`config.mk`:
```
export PLATFORM = sky130hd
export DESIGN_NAME = mem_arbiter
export DESIGN_NICKNAME = d
export VERILOG_FILES = /design/src/rtl/mem_arbiter_pkg.sv /design/src/rtl/mem_arbiter.sv
export SDC_FILE = /design/constraint.sdc
export NUM_CORES = 1
export LEC_CHECK = 0
export CAP_MARGIN = 20
export CORE_UTILIZATION = 35
export CTS_CLUSTER_DIAMETER = 100
export DETAILED_ROUTE_END_ITERATION = 16
export GPL_ROUTABILITY_DRIVEN = 0
export PLACE_DENSITY = 0.86
export SYNTH_ARGS = -nofsm -noshare
export SYNTH_HDL_FRONTEND = slang
export SYNTH_SLANG_ARGS = --single-unit
```
`constraint.sdc`:
```
create_clock -name clk -period 3.1 [get_ports clk]
set_input_delay 0.93 -clock clk [delete_from_list [all_inputs] [get_ports clk]]
set_output_delay 0.93 -clock clk [all_outputs]
set_load 0.05 [all_outputs]
```
`src/rtl/mem_arbiter_pkg.sv`:
```
`default_nettype none
// +-----------------------------------------------------------------------+
// | mem_arbiter_pkg : shared types for the instruction/data SRAM arbiter  |
// | Revision: 1.0                                                         |
// +-----------------------------------------------------------------------+
package mem_arbiter_pkg;

   localparam int WORD_W = 32;

   typedef enum logic {
      ST_IDLE = 1'b0,
      ST_RESP = 1'b1
   } state_t;

   typedef enum logic {
      PORT_INSTR = 1'b0,
      PORT_DATA  = 1'b1
   } port_t;

endpackage
`default_nettype wire

```
`src/rtl/mem_arbiter.sv`:
```
`default_nettype none
// +-----------------------------------------------------------------------+
// | mem_arbiter : data-priority arbiter of fetch and load/store ports     |
// | onto one synchronous word-wide SRAM, fixed two-cycle latency.         |
// | Revision: 1.0                                                         |
// +-----------------------------------------------------------------------+
module mem_arbiter
   import mem_arbiter_pkg::*;
#(
   parameter int MEM_AW = 14
) (
   input  logic                clk,
   input  logic                rst,
   input  logic                instr_read,
   input  logic [WORD_W-1:0]   instr_addr,
   output logic [WORD_W-1:0]   instr_out,
   output logic                instr_ready,
   input  logic                data_read,
   input  logic [3:0]          data_write,
   input  logic [WORD_W-1:0]   data_addr,
   input  logic [WORD_W-1:0]   data_in,
   output logic [WORD_W-1:0]   data_out,
   output logic                data_ready,
   output logic                addr_err,
   output logic                mem_en,
   output logic [3:0]          mem_we,
   output logic [MEM_AW-1:0]   mem_addr,
   output logic [WORD_W-1:0]   mem_wdata,
   input  logic [WORD_W-1:0]   mem_rdata
);

   state_t              state_q, state_d;
   port_t               port_q, port_d;
   logic                wr_q, wr_d;
   logic                oor_q, oor_d;
   logic [WORD_W-1:0]   instr_out_q, instr_out_d;
   logic [WORD_W-1:0]   data_out_q, data_out_d;
   logic                instr_ready_q, instr_ready_d;
   logic                data_ready_q, data_ready_d;
   logic                addr_err_q, addr_err_d;

   logic                w_data_elig;
   logic                w_instr_elig;
   logic [WORD_W-1:0]   w_sel_addr;
   logic                w_sel_oor;
   logic                w_unused_addr_bits;

   assign w_unused_addr_bits = ^{instr_addr[1:0], data_addr[1:0]};

   // A port whose ready is high this cycle is dropping its request, so it is not eligible.
   assign w_data_elig  = (data_read || (data_write != 4'b0000)) && !data_ready_q;
   assign w_instr_elig = instr_read && !instr_ready_q;
   assign w_sel_addr   = w_data_elig ? data_addr : instr_addr;
   assign w_sel_oor    = |w_sel_addr[WORD_W-1:MEM_AW+2];

   always_comb begin
      state_d       = state_q;
      port_d        = port_q;
      wr_d          = wr_q;
      oor_d         = oor_q;
      instr_out_d   = instr_out_q;
      data_out_d    = data_out_q;
      instr_ready_d = 1'b0;
      data_ready_d  = 1'b0;
      addr_err_d    = 1'b0;
      mem_en        = 1'b0;
      mem_we        = 4'b0000;
      mem_addr      = '0;
      mem_wdata     = '0;

      case (state_q)
         ST_IDLE: begin
            // Gated by rst so the strobe stays low while reset is held.
            if (!rst && (w_data_elig || w_instr_elig)) begin
               state_d = ST_RESP;
               port_d  = w_data_elig ? PORT_DATA : PORT_INSTR;
               wr_d    = w_data_elig && (data_write != 4'b0000);
               oor_d   = w_sel_oor;
               if (!w_sel_oor) begin
                  mem_en    = 1'b1;
                  mem_addr  = w_sel_addr[MEM_AW+1:2];
                  mem_wdata = data_in;
                  mem_we    = wr_d ? data_write : 4'b0000;
               end
            end
         end
         ST_RESP: begin
            state_d    = ST_IDLE;
            addr_err_d = oor_q;
            if (port_q == PORT_DATA) begin
               data_ready_d = 1'b1;
               if (!wr_q) begin
                  data_out_d = oor_q ? '0 : mem_rdata;
               end
            end else begin
               instr_ready_d = 1'b1;
               instr_out_d   = oor_q ? '0 : mem_rdata;
            end
         end
         default: state_d = ST_IDLE;
      endcase
   end

   always_ff @(posedge clk or posedge rst) begin
      if (rst) begin
         state_q       <= ST_IDLE;
         port_q        <= PORT_INSTR;
         wr_q          <= 1'b0;
         oor_q         <= 1'b0;
         instr_out_q   <= '0;
         data_out_q    <= '0;
         instr_ready_q <= 1'b0;
         data_ready_q  <= 1'b0;
         addr_err_q    <= 1'b0;
      end else begin
         state_q       <= state_d;
         port_q        <= port_d;
         wr_q          <= wr_d;
         oor_q         <= oor_d;
         instr_out_q   <= instr_out_d;
         data_out_q    <= data_out_d;
         instr_ready_q <= instr_ready_d;
         data_ready_q  <= data_ready_d;
         addr_err_q    <= addr_err_d;
      end
   end

   assign instr_out   = instr_out_q;
   assign instr_ready = instr_ready_q;
   assign data_out    = data_out_q;
   assign data_ready  = data_ready_q;
   assign addr_err    = addr_err_q;

endmodule
`default_nettype wire

```
Word level (Yosys, flattened, before mapping)
Index checks and enable logic that the tools add are counted.
{ "totals": {"input_bits": 136, "out_inout_bits": 118, "regBits": 71} }
{ "classes": {"n_bitwise": 3, "n_mux": 23, "n_reduce_logical": 14} }
{ "op_table": {"columns": ["op", "count"], "rows": [
  ["32-bit two-way mux", 5],
  ["14-bit two-way mux", 3],
  ["4-bit two-way mux", 4],
  ["16-bit OR reduction", 1],
  ["1-bit two-way mux", 10],
  ["1-bit logical AND", 4],
  ["2-bit AND reduction", 2],
  ["4-bit nonzero test", 1],
  ["1-bit logical NOT", 3],
  ["1-bit NOT", 3],
  ["3-bit AND reduction", 1],
  ["1-bit logical OR", 2],
  ["1-bit one-hot mux with 2 select lines", 1]
]} }

Depth between registers and ports, before layout
{ "logic_depth": {"ltp_word": 8, "mapped_depth": 7, "ltp_nobuf": 4} }

Worst setup path before layout
OpenSTA, ideal clock, no wires.
{ "synth_timing": {"kind": "input to output", "from": "input port data_addr[20]", "to": "output port mem_we[2]", "path_slack_ps": -1186, "arrival_time_ps": 3356, "path_stages": 6, "n_path_buf": 2, "path_cell_list": "nor4_1 > and4_1 > buf_2 > mux2i_1 > buf_6 > nor4b_1"} }
{ "synth_between": {"elab_chain_cells": 5} }
{ "synth_rtl": {"columns": ["element", "line_no", "rtl"], "rows": [
  ["from (decl)", "mem_arbiter.sv:20", "input logic [WORD_W-1:0] data_addr,"],
  ["32-bit two-way mux", "mem_arbiter.sv:53", "assign w_sel_addr = w_data_elig ? data_addr : instr_addr;"],
  ["16-bit OR reduction", "mem_arbiter.sv:54", "assign w_sel_oor = |w_sel_addr[WORD_W-1:MEM_AW+2];"],
  ["4-bit two-way mux", "mem_arbiter.sv:79", "if (!w_sel_oor) begin"],
  ["4-bit two-way mux", "mem_arbiter.sv:74", "if (!rst && (w_data_elig || w_instr_elig)) begin"],
  ["4-bit two-way mux", "mem_arbiter.sv:71", "case (state_q)"],
  ["to (decl)", "mem_arbiter.sv:26", "output logic [3:0] mem_we,"]
]} }
No other way between the ends.

Worst setup path after layout
{ "layout_timing": {"from": "input port data_write[2]", "to": "output port mem_wdata[17]"} }
{ "layout_between": {"elab_chain_cells": 8} }
{ "layout_rtl": {"columns": ["element", "line_no", "rtl"], "rows": [
  ["from (decl)", "mem_arbiter.sv:19", "input logic [3:0] data_write,"],
  ["4-bit nonzero test *", "mem_arbiter.sv:51", "assign w_data_elig = (data_read || (data_write != 4'b0000)) && !data_ready_q;"],
  ["1-bit logical OR *", "mem_arbiter.sv:51", null],
  ["1-bit logical AND *", "mem_arbiter.sv:51", null],
  ["32-bit two-way mux", "mem_arbiter.sv:53", null],
  ["16-bit OR reduction", "mem_arbiter.sv:54", null],
  ["32-bit two-way mux", "mem_arbiter.sv:79", null],
  ["32-bit two-way mux *", "mem_arbiter.sv:74", null],
  ["32-bit two-way mux *", "mem_arbiter.sv:71", null],
  ["to (decl)", "mem_arbiter.sv:28", "output logic [WORD_W-1:0] mem_wdata,"]
]} }
Every way passes the cells marked *; elsewhere a longest branch is shown, timed or not.

==> results.py <==
metrics = {
    "outcome": {
        "result_of_the_run": "finished with violations",
        "violations": "negative setup slack",
    },
    "critical_path": {
        "worst_path_max_delay_cell": "sky130_fd_sc_hd__o21ai_4",
        "regToRegStartpoint": "data_ready",
        "critical_path_peak_fanout": 8,
        "cp-end-kind": "output port",
        "destination_of_the_worst_register_to_register_timing_path": "oor_q",
        "timing.reg2reg.worst_path_depth": 6,
        "worst_setup_path_start_kind": "primary input",
        "reg2reg_slack_ns": 1.44,
        "critical_path.n_buffers_inverters": 6,
        "timing_worst_setup_path_type": "in -> out",
        "worst_ep_required_time_ns": 2.17,
        "timing.critical_path.max_delay_family": "buffers and inverters",
        "arrival_ns": 2.54,
        "critPathMaxStageDelay_ns": 0.29,
        "cp_cell_sequence": "buf_8 -> nor4_4 -> buf_4 -> a21oi_4 -> buf_6 -> o21ai_4 -> buf_12 -> buf_12 -> nor3b_4 -> buf_6",
    },
    "final_layout": {
        "layout_cell_share_with_drive_strength_beyond_1_pct": 31.6,
        "num-nets-final": 776,
        "final_cell_area_mm2": 0.00731,
        "n_antenna_cell": 0,
        "layout-area-overhead-vs-synth_pct": 107,
        "final_core_utilization_pct": 74.8,
        "n_fill_cell": 644,
        "seqCellArea_mm2": 0.00178,
        "total_area_of_multi_input_combinational_cells_mm2": 0.00216,
    },
    "timing": {
        "report.final.slew_viol_count": 0,
        "hold_ws_ns": 0.483,
        "layout_setup_ws_ns": -0.374,
        "timing.final.crit_share_pct": 112,
        "rsz0062_at_grt": "true",
        "layout_min_cycle_time_ns": 3.47,
        "final_clock_skew_ns": 0.0108,
        "hold_violations": 0,
        "fmax_mhz": 288,
        "tightest_slew_margin_relative_to_the_limit_pct": 37.9,
        "setup_viol_count_final": 51,
        "worst-slew-pin-transition_ns": 0.932,
    },
    "drt": {
        "viasPerCell": 5.12,
        "drt.antenna.violating_nets": 0,
        "drt_first_iter_violations": 170,
        "drtPass1Iterations": 5,
        "drt_drc_violations_left": 0,
        "vias": 3982,
        "wl_per_cell_um": 20.4,
        "routed_wirelength_mm": 15.9,
    },
    "clock_network": {
        "cts.clk_slew.worst_paths_ns": 0.08,
        "clk_path_buf_depth": 2,
        "post_cts_hold_buffer_count": 0,
        "worst_skew_pair.late_latency_ns": 0.34,
        "cts-buffers-inserted": 9,
        "sink_count": 71,
        "cts_max_level": 3,
        "tritoncts": "done",
        "clock-root-buffer": "sky130_fd_sc_hd__clkbuf_8",
    },
    "global_routing": {
        "globalRouteOverflowTotal": 0,
        "global_route_usage_over_all_layers_pct": 29.3,
        "antenna_violations_before_repair": 0,
        "wire_length_of_the_first_global_routing_pass_mm": 22.6,
        "grt_pass1_vias": 4098,
        "grt_start_max_net_pins": 66,
    },
    "power": {
        "power.combinational.fraction_pct": 33.0,
        "switching_share_pct": 33.4,
        "internal_power_uw": 1630,
        "switchingPower_uw": 819,
        "clock_power_share_pct": 26.0,
        "total_leakage_power_uw": 0.00304,
        "worst_vdd_ir_mv": 0.268,
        "power_density_mw_per_mm2": 335,
        "sequentialPowerShare_pct": 41.0,
    },
    "place": {
        "io_buffer_count": 249,
        "placed_area_mm2": 0.00667,
        "dp_slack_ns": -0.759,
        "detailed_place_hpwl_mm": 9.92,
    },
    "yosys": {
        "number_of_flops_mapped_to_enable_cells_by_yosys": 0,
        "ys_warn_count": 0,
        "synthesis.instances": 373,
        "syn_nets": 509,
        "async_flop_share_pct": 100,
        "synth_seq_cells": 71,
        "syn_area_per_cell_um2": 9.47,
        "ys.flop_type": "sky130_fd_sc_hd__dfrtp_1",
        "netlist-cell-type-count": 28,
        "syn-cell-area_mm2": 0.00353,
        "seq_area_frac_synth_pct": 50.3,
    },
    "min_path": {
        "whs_path_depth": 2,
        "holdCritPathClass": "reg -> reg",
        "hold_path.startpoint": "instr_out[27]",
        "endpoint_of_the_worst_hold_timing_path": "instr_out[27]",
    },
    "floorplanning": {
        "floorplan.io_pins": 254,
        "fp.coreArea_mm2": 0.00977,
        "floorplan.initialDensity_pct": 36.1,
        "die_area_mm2": 0.0105,
        "die_height_um": 102,
        "rows": 36,
        "die_width_um": 102,
    },
    "flow_run": {
        "number_of_max_cap_violations": 0,
    },
}
power by group through the flow:
stage | clock network (uW) | logic [uW] | registers (uW)
2_1_floorplan | 0 | 221 | 1150
3_3_place_gp | 0 | 706 | 1010
3_5_place_dp | 0 | 721 | 1020
4_1_cts | 645 | 772 | 1000
5_1_grt | 686 | 840 | 1010
6_report | 636 | 807 | 1000
synthesized netlist by cell type (3+ instances only):
cell	count	area, um2
sky130_fd_sc_hd__dfrtp_1	71	1780
sky130_fd_sc_hd__nand2_1	65	244
sky130_fd_sc_hd__o21ai_0	64	320
sky130_fd_sc_hd__nand2b_1	34	213
sky130_fd_sc_hd__nand3_1	28	140
sky130_fd_sc_hd__clkbuf_1	21	78.8
sky130_fd_sc_hd__nor3b_2	19	238
sky130_fd_sc_hd__a21oi_1	14	70.1
sky130_fd_sc_hd__nor3b_1	13	97.6
sky130_fd_sc_hd__nor4_1	9	56.3
sky130_fd_sc_hd__buf_2	6	30.0
sky130_fd_sc_hd__inv_1	4	15.0
sky130_fd_sc_hd__buf_4	3	22.5
cell usage in the layout, fill, tap and decap left out, types with 4 or more instances in the layout:
cell	instances
sky130_fd_sc_hd__a21oi_4	14
sky130_fd_sc_hd__clkdlybuf4s15_1	8
sky130_fd_sc_hd__clkbuf_2	4
sky130_fd_sc_hd__nor3b_4	32
sky130_fd_sc_hd__clkbuf_8	9
sky130_fd_sc_hd__buf_12	17
sky130_fd_sc_hd__buf_2	15
sky130_fd_sc_hd__nand3_2	4
sky130_fd_sc_hd__nor4b_4	4
sky130_fd_sc_hd__clkdlybuf4s50_1	160
sky130_fd_sc_hd__o21ai_0	64
sky130_fd_sc_hd__nand3_1	24
sky130_fd_sc_hd__nor4_2	7
sky130_fd_sc_hd__buf_8	4
sky130_fd_sc_hd__buf_4	16
sky130_fd_sc_hd__buf_6	57
sky130_fd_sc_hd__dfrtp_1	71
sky130_fd_sc_hd__nand2b_1	32
sky130_fd_sc_hd__nand2_1	65
sky130_fd_sc_hd__dlygate4sd2_1	7
how the worst max path moves through the flow:
stage / startpoint / end / slack [ns] / cells past startpoint
after global routing: data_write[2] / mem_wdata[17] / -0.40 / 10
final: data_write[2] / mem_wdata[17] / -0.37 / 10
after global placement: instr_addr[20] / mem_we[2] / -0.66 / 7
after CTS: data_write[3] / mem_wdata[4] / -0.33 / 8
after detailed placement: instr_addr[20] / mem_we[0] / -0.76 / 7
after floorplan: data_write[0] / mem_wdata[12] / -0.25 / 6
logic make-up (layout without fill, tap and decap cells):
family	Yosys count	count (layout)	synth area share, %
AND/OR/NAND/NOR	180	180	31.2
AO/OA/AOI/OAI	83	83	12.6
flip-flops	71	71	50.3
buffers and inverters	37	309	5.31
multiplexers	2	2	0.602
layout make-up:
cell class,instances,area share (%)
inverter,4,0.205
multi-input combinational,265,29.5
sequential,71,24.3
tap,133,2.28
clock buffer,11,1.80
clock inverter,5,0.479
timing repair buffer,289,41.4
layer usage:
| metal | routed length [um] | vias up | global-route usage (%) | part of all wire (%) |
|---|---|---|---|---|
| met3 | 1020 | 50 | 6.57 | 6.5 |
| li1 | - | 1813 | - | - |
| met4 | 660 | 0 | 15.9 | 4.2 |
| met1 | 5520 | 1941 | 30.6 | 35 |
| met5 | 0 | - | 0 | 0 |
| met2 | 8650 | 178 | 54.0 | 55 |
worst reg2reg max path, delay by kind of cell (launching register included):
kind                   cells  cell delay, ns
AO/OA/AOI/OAI              2            0.38
buffers and inverters      3            0.42
flip-flops                 1            0.43
multiplexers               1            0.33
through the flow:
step	TNS (ns)	power [uW]	cells
6_report	-17.38	2450	778
5_1_grt	-18.94	2540	778
4_1_cts	-14.45	2420	777
3_5_place_dp	-34.36	1740	747
3_3_place_gp	-30.24	1720	747
2_1_floorplan	-8.05	1370	373
timing repair:
action,CTS,global route
pin swaps,28,24
endpoints found under the setup margin,51,51
resized for setup,187,19
setup buffers,15,2
gates cloned,3,0
registers in the layout, indices dropped and copies added, names as in the netlist:
signal / flops
addr_err: 1
data_out: 32
data_ready: 1
instr_out: 32
instr_ready: 1
oor_q: 1
port_q: 1
state_q: 1
wr_q: 1
Power figures use the tool's default switching activity.
